`config.mk`:
```
export PLATFORM = sky130hd
export DESIGN_NAME = seg_display_ctrl
export DESIGN_NICKNAME = d
export VERILOG_FILES = /design/src/rtl/seg_pkg.sv /design/src/rtl/hex_to_7seg.sv /design/src/rtl/seg_display_ctrl.sv
export SDC_FILE = /design/constraint.sdc
export NUM_CORES = 1
export LEC_CHECK = 0
export ABC_CLOCK_PERIOD_IN_PS = 3600
export BUFFER_PORTS_ARGS = -buffer_cell sky130_fd_sc_hd__buf_2
export CORE_ASPECT_RATIO = 2
export CORE_MARGIN = 4
export CORE_UTILIZATION = 30
export DETAILED_ROUTE_END_ITERATION = 7
export GPL_ROUTABILITY_DRIVEN = 0
export PLACE_DENSITY = 0.44
export SKIP_LAST_GASP = 1
export SYNTH_ARGS = -nofsm -noshare
export SYNTH_HDL_FRONTEND = slang
export SYNTH_HIERARCHICAL = 1
export SYNTH_SLANG_ARGS = --single-unit
```
`constraint.sdc`:
```
create_clock -name clock -period 3.6 [get_ports clock]
set_clock_uncertainty 0.05 [all_clocks]
set_input_delay 0.72 -clock clock [delete_from_list [all_inputs] [get_ports clock]]
set_output_delay 0.72 -clock clock [all_outputs]
set_load 0.1 [all_outputs]
```
`src/rtl/seg_pkg.sv`:
```
`default_nettype none
// ============================================================================
//  Module   : seg_pkg
//  Purpose  : Shared segment encodings, FSM states, register map and the
//             double-dabble step used by the 7-segment display controller.
//  Revision : 1.0 - initial release
// ============================================================================
package seg_pkg;

    // Active-low patterns, bit order {g,f,e,d,c,b,a}
    localparam logic [6:0] c_SEG_0     = 7'b1000000;
    localparam logic [6:0] c_SEG_1     = 7'b1111001;
    localparam logic [6:0] c_SEG_2     = 7'b0100100;
    localparam logic [6:0] c_SEG_3     = 7'b0110000;
    localparam logic [6:0] c_SEG_4     = 7'b0011001;
    localparam logic [6:0] c_SEG_5     = 7'b0010010;
    localparam logic [6:0] c_SEG_6     = 7'b0000010;
    localparam logic [6:0] c_SEG_7     = 7'b1111000;
    localparam logic [6:0] c_SEG_8     = 7'b0000000;
    localparam logic [6:0] c_SEG_9     = 7'b0010000;
    localparam logic [6:0] c_SEG_A     = 7'b0001000;
    localparam logic [6:0] c_SEG_B     = 7'b0000011;
    localparam logic [6:0] c_SEG_C     = 7'b1000110;
    localparam logic [6:0] c_SEG_D     = 7'b0100001;
    localparam logic [6:0] c_SEG_E     = 7'b0000110;
    localparam logic [6:0] c_SEG_F     = 7'b0001110;
    localparam logic [6:0] c_SEG_DASH  = 7'b0111111;
    localparam logic [6:0] c_SEG_UNLIT = 7'b1111111;

    localparam logic [1:0] c_ST_IDLE = 2'd0;
    localparam logic [1:0] c_ST_CONV = 2'd1;
    localparam logic [1:0] c_ST_LOAD = 2'd2;

    localparam logic c_ADDR_DATA = 1'b0;
    localparam logic c_ADDR_CTRL = 1'b1;

    localparam int c_CTRL_MODE  = 0;
    localparam int c_CTRL_BLANK = 1;

    // One double-dabble iteration on {bcd[19:0], bin[15:0]}: add-3 then shift
    function automatic logic [35:0] dabble_step(input logic [35:0] v);
        logic [35:0] t;
        t = v;
        for (int d = 0; d < 5; d++) begin
            if (t[16 + 4*d +: 4] >= 4'd5)
                t[16 + 4*d +: 4] = t[16 + 4*d +: 4] + 4'd3;
        end
        return {t[34:0], 1'b0};
    endfunction

endpackage
`default_nettype wire

```
`src/rtl/hex_to_7seg.sv`:
```
`default_nettype none
// ============================================================================
//  Module   : hex_to_7seg
//  Purpose  : Combinational nibble to active-low 7-segment pattern decoder.
//  Revision : 1.0 - initial release
// ============================================================================
module hex_to_7seg
    import seg_pkg::*;
(
    input  logic [3:0] i_nibble,
    output logic [6:0] o_seg
);

    always_comb begin
        o_seg = c_SEG_0;
        case (i_nibble)
            4'h0: o_seg = c_SEG_0;
            4'h1: o_seg = c_SEG_1;
            4'h2: o_seg = c_SEG_2;
            4'h3: o_seg = c_SEG_3;
            4'h4: o_seg = c_SEG_4;
            4'h5: o_seg = c_SEG_5;
            4'h6: o_seg = c_SEG_6;
            4'h7: o_seg = c_SEG_7;
            4'h8: o_seg = c_SEG_8;
            4'h9: o_seg = c_SEG_9;
            4'hA: o_seg = c_SEG_A;
            4'hB: o_seg = c_SEG_B;
            4'hC: o_seg = c_SEG_C;
            4'hD: o_seg = c_SEG_D;
            4'hE: o_seg = c_SEG_E;
            default: o_seg = c_SEG_F;
        endcase
    end

endmodule
`default_nettype wire

```
`src/rtl/seg_display_ctrl.sv`:
```
`default_nettype none
// ============================================================================
//  Module   : seg_display_ctrl
//  Purpose  : Four-digit 7-segment controller with hex or decimal (BCD) view.
//  Revision : 1.0 - initial release
// ============================================================================
module seg_display_ctrl
    import seg_pkg::*;
#(
    parameter bit SEG_ACTIVE_LOW = 1'b1
) (
    input  logic        clock,
    input  logic        reset,
    input  logic        wr_en,
    input  logic        addr,
    input  logic [15:0] wdata,
    output logic [15:0] rdata,
    output logic        busy,
    output logic [6:0]  one,
    output logic [6:0]  two,
    output logic [6:0]  three,
    output logic [6:0]  four
);

    logic [15:0] r_data;
    logic        r_mode;
    logic        r_blank;
    logic [1:0]  r_state;
    logic [3:0]  r_iter;
    logic [15:0] r_bin;
    logic [19:0] r_bcd;
    logic [6:0]  r_digit [4];
    logic [6:0]  r_seg   [4];

    logic        w_data_wr;
    logic        w_ctrl_wr;
    logic        w_start;
    logic        w_show_hex;
    logic        w_commit;
    logic        w_overflow;
    logic        w_blank_next;
    logic [15:0] w_src;
    logic [15:0] w_dec_in;
    logic [6:0]  w_dec_out   [4];
    logic [6:0]  w_digit_next [4];

    function automatic logic [6:0] polarize(input logic [6:0] p);
        return SEG_ACTIVE_LOW ? p : ~p;
    endfunction

    assign w_data_wr  = wr_en && (addr == c_ADDR_DATA);
    assign w_ctrl_wr  = wr_en && (addr == c_ADDR_CTRL);
    assign w_src      = w_data_wr ? wdata : r_data;
    // Entering decimal mode or writing DATA in it (re)starts a conversion
    assign w_start    = (w_data_wr && r_mode) ||
                        (w_ctrl_wr && !r_mode && wdata[c_CTRL_MODE]);
    assign w_show_hex = (w_data_wr && !r_mode) ||
                        (w_ctrl_wr && r_mode && !wdata[c_CTRL_MODE]);
    assign w_commit   = (r_state == c_ST_LOAD) && !w_start && !w_show_hex;
    assign w_overflow = (r_bcd[19:16] != 4'd0);
    assign w_dec_in   = w_commit ? r_bcd[15:0] : w_src;
    assign w_blank_next = w_ctrl_wr ? wdata[c_CTRL_BLANK] : r_blank;

    assign busy  = (r_state != c_ST_IDLE);
    assign rdata = (addr == c_ADDR_CTRL) ? {13'd0, busy, r_blank, r_mode} : r_data;

    generate
        for (genvar k = 0; k < 4; k++) begin : g_digit
            hex_to_7seg u_dec (
                .i_nibble (w_dec_in[4*k +: 4]),
                .o_seg    (w_dec_out[k])
            );

            always_comb begin
                w_digit_next[k] = r_digit[k];
                if (w_show_hex)
                    w_digit_next[k] = w_dec_out[k];
                else if (w_commit)
                    w_digit_next[k] = w_overflow ? c_SEG_DASH : w_dec_out[k];
            end

            always_ff @(posedge clock) begin
                if (reset) begin
                    r_digit[k] <= c_SEG_0;
                    r_seg[k]   <= polarize(c_SEG_0);
                end else begin
                    r_digit[k] <= w_digit_next[k];
                    r_seg[k]   <= polarize(w_blank_next ? c_SEG_UNLIT : w_digit_next[k]);
                end
            end
        end
    endgenerate

    assign one   = r_seg[0];
    assign two   = r_seg[1];
    assign three = r_seg[2];
    assign four  = r_seg[3];

    always_ff @(posedge clock) begin
        if (reset) begin
            r_data  <= 16'd0;
            r_mode  <= 1'b0;
            r_blank <= 1'b0;
            r_state <= c_ST_IDLE;
            r_iter  <= 4'd0;
            r_bin   <= 16'd0;
            r_bcd   <= 20'd0;
        end else begin
            if (w_data_wr)
                r_data <= wdata;
            if (w_ctrl_wr) begin
                r_mode  <= wdata[c_CTRL_MODE];
                r_blank <= wdata[c_CTRL_BLANK];
            end

            if (w_start) begin
                r_state <= c_ST_CONV;
                r_iter  <= 4'd0;
                r_bin   <= w_src;
                r_bcd   <= 20'd0;
            end else if (w_show_hex) begin
                r_state <= c_ST_IDLE;
                r_iter  <= 4'd0;
            end else begin
                case (r_state)
                    c_ST_CONV: begin
                        {r_bcd, r_bin} <= dabble_step({r_bcd, r_bin});
                        r_iter <= r_iter + 4'd1;
                        if (r_iter == 4'd15)
                            r_state <= c_ST_LOAD;
                    end
                    c_ST_LOAD: r_state <= c_ST_IDLE;
                    default:   r_state <= c_ST_IDLE;
                endcase
            end
        end
    end

endmodule
`default_nettype wire

```
Yosys cells after proc, flatten, opt, wreduce, memory -nomap -nowiden
Memory sizes are Yosys's and may differ from the RTL's.
Index checks and enable logic that the tools add are counted.
{ "op_classes": {"add_sub_neg": 6, "multipliers": 0, "n_div": 0, "order_cmp": 5, "n_eq_ne": 5, "n_shift": 0, "mux": 43, "n_bitwise": 11, "n_reduce_logical": 24} }
{ "op_table": {"columns": ["cell", "n"], "rows": [
  ["two-way mux 7 bit", 24],
  ["two-way mux 16 bit", 6],
  ["greater-or-equal comparator 4 x 3 -> 1 bit (second input constant)", 5],
  ["adder 4 x 2 -> 4 bit (second input constant)", 4],
  ["two-way mux 4 bit", 4],
  ["logical AND 1 bit", 10],
  ["two-way mux 1 bit", 8],
  ["OR 1 bit", 8],
  ["adder 4 x 1 -> 4 bit (second input constant)", 1],
  ["== test 4 bit (second input constant)", 1],
  ["zero test 1 bit", 4],
  ["inequality test 4 bit (second input constant)", 1],
  ["AND reduction 2 bit", 2],
  ["nonzero test 2 bit", 2],
  ["nonzero test 4 bit", 1],
  ["OR reduction 4 bit", 1],
  ["adder 3 x 2 -> 3 bit (second input constant)", 1],
  ["two-way mux 3 bit", 1],
  ["NOT 1 bit", 3],
  ["OR reduction 3 bit", 1],
  ["== test 2 x 1 -> 1 bit (second input constant)", 1],
  ["== test 2 bit (second input constant)", 1],
  ["logical OR 1 bit", 2],
  ["inequality test 2 bit (second input constant)", 1],
  ["OR reduction 2 bit", 1]
]} }
{ "totals": {"reg_bits": 60, "latchBits": 0, "ramBits": 56, "rom_bits": 448, "inputBits": 20, "wordCells": 108, "memories": 6} }
{ "mem_list": {"columns": ["name", "depth", "word_bits", "read_ports", "rd_ports_with_merged_regs", "write_ports", "line_no", "source"], "rows": [
  ["(name not given)", 16, 7, 1, 0, 0, "hex_to_7seg.sv:16", "case (i_nibble)"],
  ["(name not given)", 16, 7, 1, 0, 0, "hex_to_7seg.sv:16", null],
  ["(name not given)", 16, 7, 1, 0, 0, "hex_to_7seg.sv:16", null],
  ["(name not given)", 16, 7, 1, 0, 0, "hex_to_7seg.sv:16", null],
  ["r_digit", 4, 7, 4, 0, 4, "seg_display_ctrl.sv:32", "logic [6:0] r_digit [4];"],
  ["r_seg", 4, 7, 4, 0, 4, "seg_display_ctrl.sv:33", "logic [6:0] r_seg [4];"]
]} }

Depth between registers and ports, before layout
An unclocked memory read counts as a cell.
{ "logic_depth": {"depth_word": 14, "depth_mapped": 14} }

Cells and area by module
Netlist, hierarchy kept.
{ "by_module_without_submodules": {"columns": ["module", "n_inst", "cells_each", "area_per_inst_um2", "seq_area_each_um2"], "rows": [
  ["seg_display_ctrl", 1, 606, 4952.2, 2322.2],
  ["hex_to_7seg (g_digit[0].u_dec ...)", 3, 32, 275.3, 0.0],
  ["hex_to_7seg (g_digit[1].u_dec)", 1, 35, 270.3, 0.0]
]} }

Least setup slack after synthesis
OpenSTA, ideal clock, no wires.
{ "synth_timing": {"path_kind": "in2reg", "from": "input wr_en", "to": "memory r_digit[2][3]", "setup_time_ps": 132, "arrival_time_ps": 3072, "setup_slack_ps": 346, "path_stages": 11, "path_buffers": 2, "cell_sequence": "buf_2 > nand2_1 > buf_2 > mux2i_1 > a21oi_1 > inv_1 > ha_1 > inv_1 > mux4_1 > nor2_1 > nor3_1"} }
{ "synth_rtl": {"columns": ["element", "line_no", "source"], "rows": [
  ["start, declared", "seg_display_ctrl.sv:14", "input logic wr_en,"],
  ["end, declared", "seg_display_ctrl.sv:32", null]
]} }

==> PnR_summary.wiki <==
{| class="wikitable"
! Metric !! Value
|-
| Worst slew pin tran || 1.09 ns
|-
| Total clock sinks || 116
|-
| DR pass1 iterations || 4
|-
| Minimum setup slack after placement || 0.141 ns
|-
| Element type at the critical path start || register
|-
| Number of unique standard cell types used by synthesis || 43
|-
| Worst vdd rail ir drop || 265 µV
|-
| Die Area || 0.0226 mm²
|-
| Final Setup Violations || 0
|-
| Worst R2R End || r_digit[0][3]
|-
| Clock insertion delay at the later pin of the skew report || 0.42 ns
|-
| Synth-to-layout area growth || 20.2%
|-
| CTS root buffer || sky130_fd_sc_hd__clkbuf_16
|-
| Result of the run || completed
|-
| RSZ-0062 raised after global routing || false
|-
| Final core area utilization || 36.7%
|-
| Count of maximum capacitance violations || 0
|-
| Hold violation total from the final report || 0
|-
| Number of antenna violations at the first check in global routing || 0
|-
| Final routed wirelength across all metal layers || 15400 µm
|-
| Bufs on Longest Clock Path || 2
|-
| Post-detailed-route wirelength per cell || 14.3 µm
|-
| Share of cell area taken by muxes after synthesis || 9.60%
|-
| Post-synthesis simple-gate area fraction || 24.0%
|-
| Mapped Area || 0.00605 mm²
|-
| XOR/XNOR share of the synthesized area || 1.30%
|-
| Post-cts resize count || 0
|-
| Final Worst Setup Slack || 0.536 ns
|-
| Total DRC errors in the routed layout || 0
|-
| Post-synthesis average cell area || 8.21 µm²
|-
| Data required time at the worst endpoint || 3.83 ns
|-
| Kind of path behind the tightest hold check || reg2reg
|-
| Rel. slew slack || 27.5%
|-
| Combinational family with the most area after synthesis || simple AND/OR/NAND/NOR gates
|-
| Die boundary height || 209 µm
|-
| Critical path start-end classification || reg2reg
|-
| Count of antenna diodes in the layout || 0
|-
| Depth of the worst hold-timing path || 2
|-
| Die X-Extent || 108 µm
|-
| 1st-iter DRT viols || 292
|-
| Static power due to leakage || 3.17 nW
|-
| Synthesis-stage register bit count || 116
|-
| Final worst-path cycle share || 85.1%
|-
| Number of warning messages in the yosys log || 6
|-
| Number of I/O pins || 65
|-
| Peak fanout along the critical path || 32
|-
| # port buffers || 64
|-
| Total number of H-tree levels || 4
|-
| Number of global-route vias before repair || 4980
|-
| Start point of the worst hold path || r_bcd[17]
|-
| Reg2Reg Setup Slack || 0.54 ns
|-
| Number of rows created at floorplan || 73
|-
| Worst Path Arrival || 3.30 ns
|-
| Max frequency || 326 MHz
|-
| Final #Nets || 857
|-
| Post-route setup TNS || 0 ns
|-
| Total Routing Usage GR || 14.0%
|-
| Number of vias per cell || 4.78
|-
| Via count of the routed design || 5126
|-
| GRT Residual Overflow || 0
|-
| Number of buffers inserted for hold repair after clock tree synthesis || 0
|-
| Clock-pin slew of the registers on the worst-case setup and hold paths || 0.06 ns
|-
| Post-synthesis compound-gate area fraction || 12.5%
|-
| Post-synthesis cell count || 737
|-
| Start of the worst register-to-register path || r_mode
|-
| Total power density per cell area || 539 mW/mm²
|-
| Number of buffers inserted to repair setup after CTS || 0
|-
| Cell count of the worst reg-to-reg path || 11
|-
| First-pass GRT wire length || 25000 µm
|-
| Maximum number of pins on one net before global-route repair || 53
|-
| TritonCTS clock tree || yes
|-
| Fraction of layout cells with a size suffix above 1 || 17.4%
|-
| Minimum clock period || 3.06 ns
|-
| Endpoint type of the worst setup path || register
|-
| Sequential fraction of the synthesis area || 38.4%
|-
| TritonCTS buffer count || 17
|-
| Total nets after synthesis || 797
|-
| Placeable core region || 0.0198 mm²
|-
| Post-detailed-placement half-perimeter wirelength || 11300 µm
|-
| Antenna-violating nets left || 0
|-
| Worst Hold Path EP || r_bcd[17]
|-
| Initial standard-cell utilization of the core || 30.5%
|-
| Number of pins exceeding their max-slew limit in the final report || 0
|-
| Area share of fa/ha/maj cells after synthesis || 8.27%
|}
## logic make-up (layout without fill, tap and decap cells)
family | Yosys count | in the layout
buf+inv | 76 | 149
mux | 51 | 51
compound gates | 122 | 122
fa+ha+maj | 40 | 40
simple gates | 323 | 323
flops | 116 | 116
xor+xnor | 9 | 9
## cell usage in the layout (no fill, tap or decap), types with 2 or more instances in the layout
cell,count
sky130_fd_sc_hd__buf_2,64
sky130_fd_sc_hd__ha_1,40
sky130_fd_sc_hd__a211oi_1,8
sky130_fd_sc_hd__clkbuf_16,17
sky130_fd_sc_hd__mux4_1,3
sky130_fd_sc_hd__dfxtp_1,116
sky130_fd_sc_hd__mux2_2,7
sky130_fd_sc_hd__xor2_1,3
sky130_fd_sc_hd__nor3_1,50
sky130_fd_sc_hd__buf_12,2
sky130_fd_sc_hd__and3_1,2
sky130_fd_sc_hd__o21ai_0,18
sky130_fd_sc_hd__a22oi_1,5
sky130_fd_sc_hd__nand2_1,52
sky130_fd_sc_hd__and2b_2,3
sky130_fd_sc_hd__bufinv_16,2
sky130_fd_sc_hd__a32o_1,4
sky130_fd_sc_hd__nor3b_1,4
sky130_fd_sc_hd__inv_1,25
sky130_fd_sc_hd__nand3_1,9
sky130_fd_sc_hd__clkbuf_8,4
sky130_fd_sc_hd__nor2b_1,15
sky130_fd_sc_hd__mux2i_1,40
sky130_fd_sc_hd__clkinvlp_4,7
sky130_fd_sc_hd__xnor2_1,6
sky130_fd_sc_hd__or3b_1,3
sky130_fd_sc_hd__a221oi_1,15
sky130_fd_sc_hd__a21oi_1,60
sky130_fd_sc_hd__nor2_1,162
sky130_fd_sc_hd__or2_2,3
sky130_fd_sc_hd__o21ai_1,2
sky130_fd_sc_hd__buf_4,25
sky130_fd_sc_hd__nand2b_1,13
sky130_fd_sc_hd__a22o_1,6
## worst max path at each step
stage | slack [ns] | from | end | depth (start not counted)
CTS | 0.55 | r_mode | r_digit[0][3] | 11
detailed placement | 0.14 | wdata[0] | r_digit[0][3] | 12
floorplan | 0.35 | wr_en | r_digit[2][3] | 11
global placement | 0.30 | wdata[0] | r_digit[3][3] | 12
global route | 0.30 | r_mode | r_digit[3][0] | 13
finish | 0.54 | r_mode | r_digit[0][3] | 11
## through the flow
step / std cells / hold WS [ns] / area, µm² / total power (W)
2_1_floorplan: 737 / 0.382 / 6050 / 0.00206
3_3_place_gp: 1040 / 0.396 / 6660 / 0.00222
3_5_place_dp: 1040 / 0.404 / 6660 / 0.00223
4_1_cts: 1072 / 0.412 / 7270 / 0.00397
5_1_grt: 1072 / 0.432 / 7270 / 0.00408
6_report: 1072 / 0.409 / 7270 / 0.00392
## worst max-delay path, cell delays in order, from the launching register on
cell                      delay [ns]
sky130_fd_sc_hd__dfxtp_1        0.54
sky130_fd_sc_hd__xor2_1         0.10
sky130_fd_sc_hd__o21ai_0        0.29
sky130_fd_sc_hd__nand3_1        0.18
sky130_fd_sc_hd__buf_12         0.20
sky130_fd_sc_hd__a21oi_1        0.34
sky130_fd_sc_hd__inv_1          0.19
sky130_fd_sc_hd__ha_1           0.32
sky130_fd_sc_hd__inv_1          0.05
sky130_fd_sc_hd__mux4_1         0.50
sky130_fd_sc_hd__nor2_1         0.12
sky130_fd_sc_hd__nor3_1         0.05
## layer usage
layer	wire (µm)	vias to the layer above	global-route usage, %
li1	-	2621	-
met2	8150	101	25.3
met1	6460	2387	15.5
met5	0	-	0
met4	259	0	6.19
met3	490	17	2.60
## registers in the layout, summed over array words and instances, names as in the netlist
register	cells
r_bcd	20
r_digit	28
r_bin	16
r_state	2
r_data	16
r_iter	4
r_blank	1
r_seg	28
r_mode	1
## layout make-up
class	count	area (µm²)
Clock buffer	21	480
Clock inverter	11	126
Fill cell	2078	12500
Inverter	26	97.6
Multi-Input combinational cell	545	3370
Sequential cell	116	2320
Tap cell	262	328
Timing Repair Buffer	91	548
## power breakdown
part	leakage (nW)	internal [W]	switching [W]	total, W
Combinational	1.95	0.000214	0.000578	0.000792
Clock	0.276	0.00109	0.000635	0.00173
Sequential	0.950	0.00137	0.0000335	0.00140
## synthesized netlist by cell type
cell type / n / area share (%)
sky130_fd_sc_hd__nor2_1: 162 / 10
sky130_fd_sc_hd__dfxtp_1: 116 / 38
sky130_fd_sc_hd__a21oi_1: 60 / 5.0
sky130_fd_sc_hd__nand2_1: 52 / 3.2
sky130_fd_sc_hd__nor3_1: 50 / 4.1
sky130_fd_sc_hd__ha_1: 40 / 8.3
sky130_fd_sc_hd__mux2i_1: 40 / 6.6
sky130_fd_sc_hd__inv_1: 25 / 1.6
sky130_fd_sc_hd__buf_2: 22 / 1.8
sky130_fd_sc_hd__clkbuf_1: 22 / 1.4
sky130_fd_sc_hd__o21ai_0: 18 / 1.5
sky130_fd_sc_hd__a221oi_1: 15 / 2.2
sky130_fd_sc_hd__nor2b_1: 15 / 1.6
sky130_fd_sc_hd__nand2b_1: 13 / 1.3
sky130_fd_sc_hd__nand3_1: 9 / 0.74
sky130_fd_sc_hd__a211oi_1: 8 / 0.99
sky130_fd_sc_hd__mux2_2: 7 / 1.3
sky130_fd_sc_hd__a22o_1: 6 / 0.87
sky130_fd_sc_hd__buf_6: 6 / 1.1
sky130_fd_sc_hd__xnor2_1: 6 / 0.87
sky130_fd_sc_hd__a22oi_1: 5 / 0.62
sky130_fd_sc_hd__a32o_1: 4 / 0.66
sky130_fd_sc_hd__nor3b_1: 4 / 0.50
sky130_fd_sc_hd__and2b_2: 3 / 0.43
sky130_fd_sc_hd__mux4_1: 3 / 1.3
sky130_fd_sc_hd__or2_2: 3 / 0.31
sky130_fd_sc_hd__or3b_1: 3 / 0.43
sky130_fd_sc_hd__xor2_1: 3 / 0.43
sky130_fd_sc_hd__and3_1: 2 / 0.21
sky130_fd_sc_hd__o21ai_1: 2 / 0.17
sky130_fd_sc_hd__a21boi_2: 1 / 0.19
sky130_fd_sc_hd__a311oi_1: 1 / 0.14
sky130_fd_sc_hd__a32oi_1: 1 / 0.14
sky130_fd_sc_hd__inv_2: 1 / 0.062
sky130_fd_sc_hd__mux4_2: 1 / 0.37
sky130_fd_sc_hd__nand3b_1: 1 / 0.12
sky130_fd_sc_hd__nand4_1: 1 / 0.10
sky130_fd_sc_hd__nand4b_1: 1 / 0.14
sky130_fd_sc_hd__nor4b_2: 1 / 0.25
sky130_fd_sc_hd__o211ai_1: 1 / 0.12
sky130_fd_sc_hd__or3_1: 1 / 0.10
sky130_fd_sc_hd__or3b_2: 1 / 0.14
sky130_fd_sc_hd__or4b_1: 1 / 0.17
(Power assumes the default switching activity.)
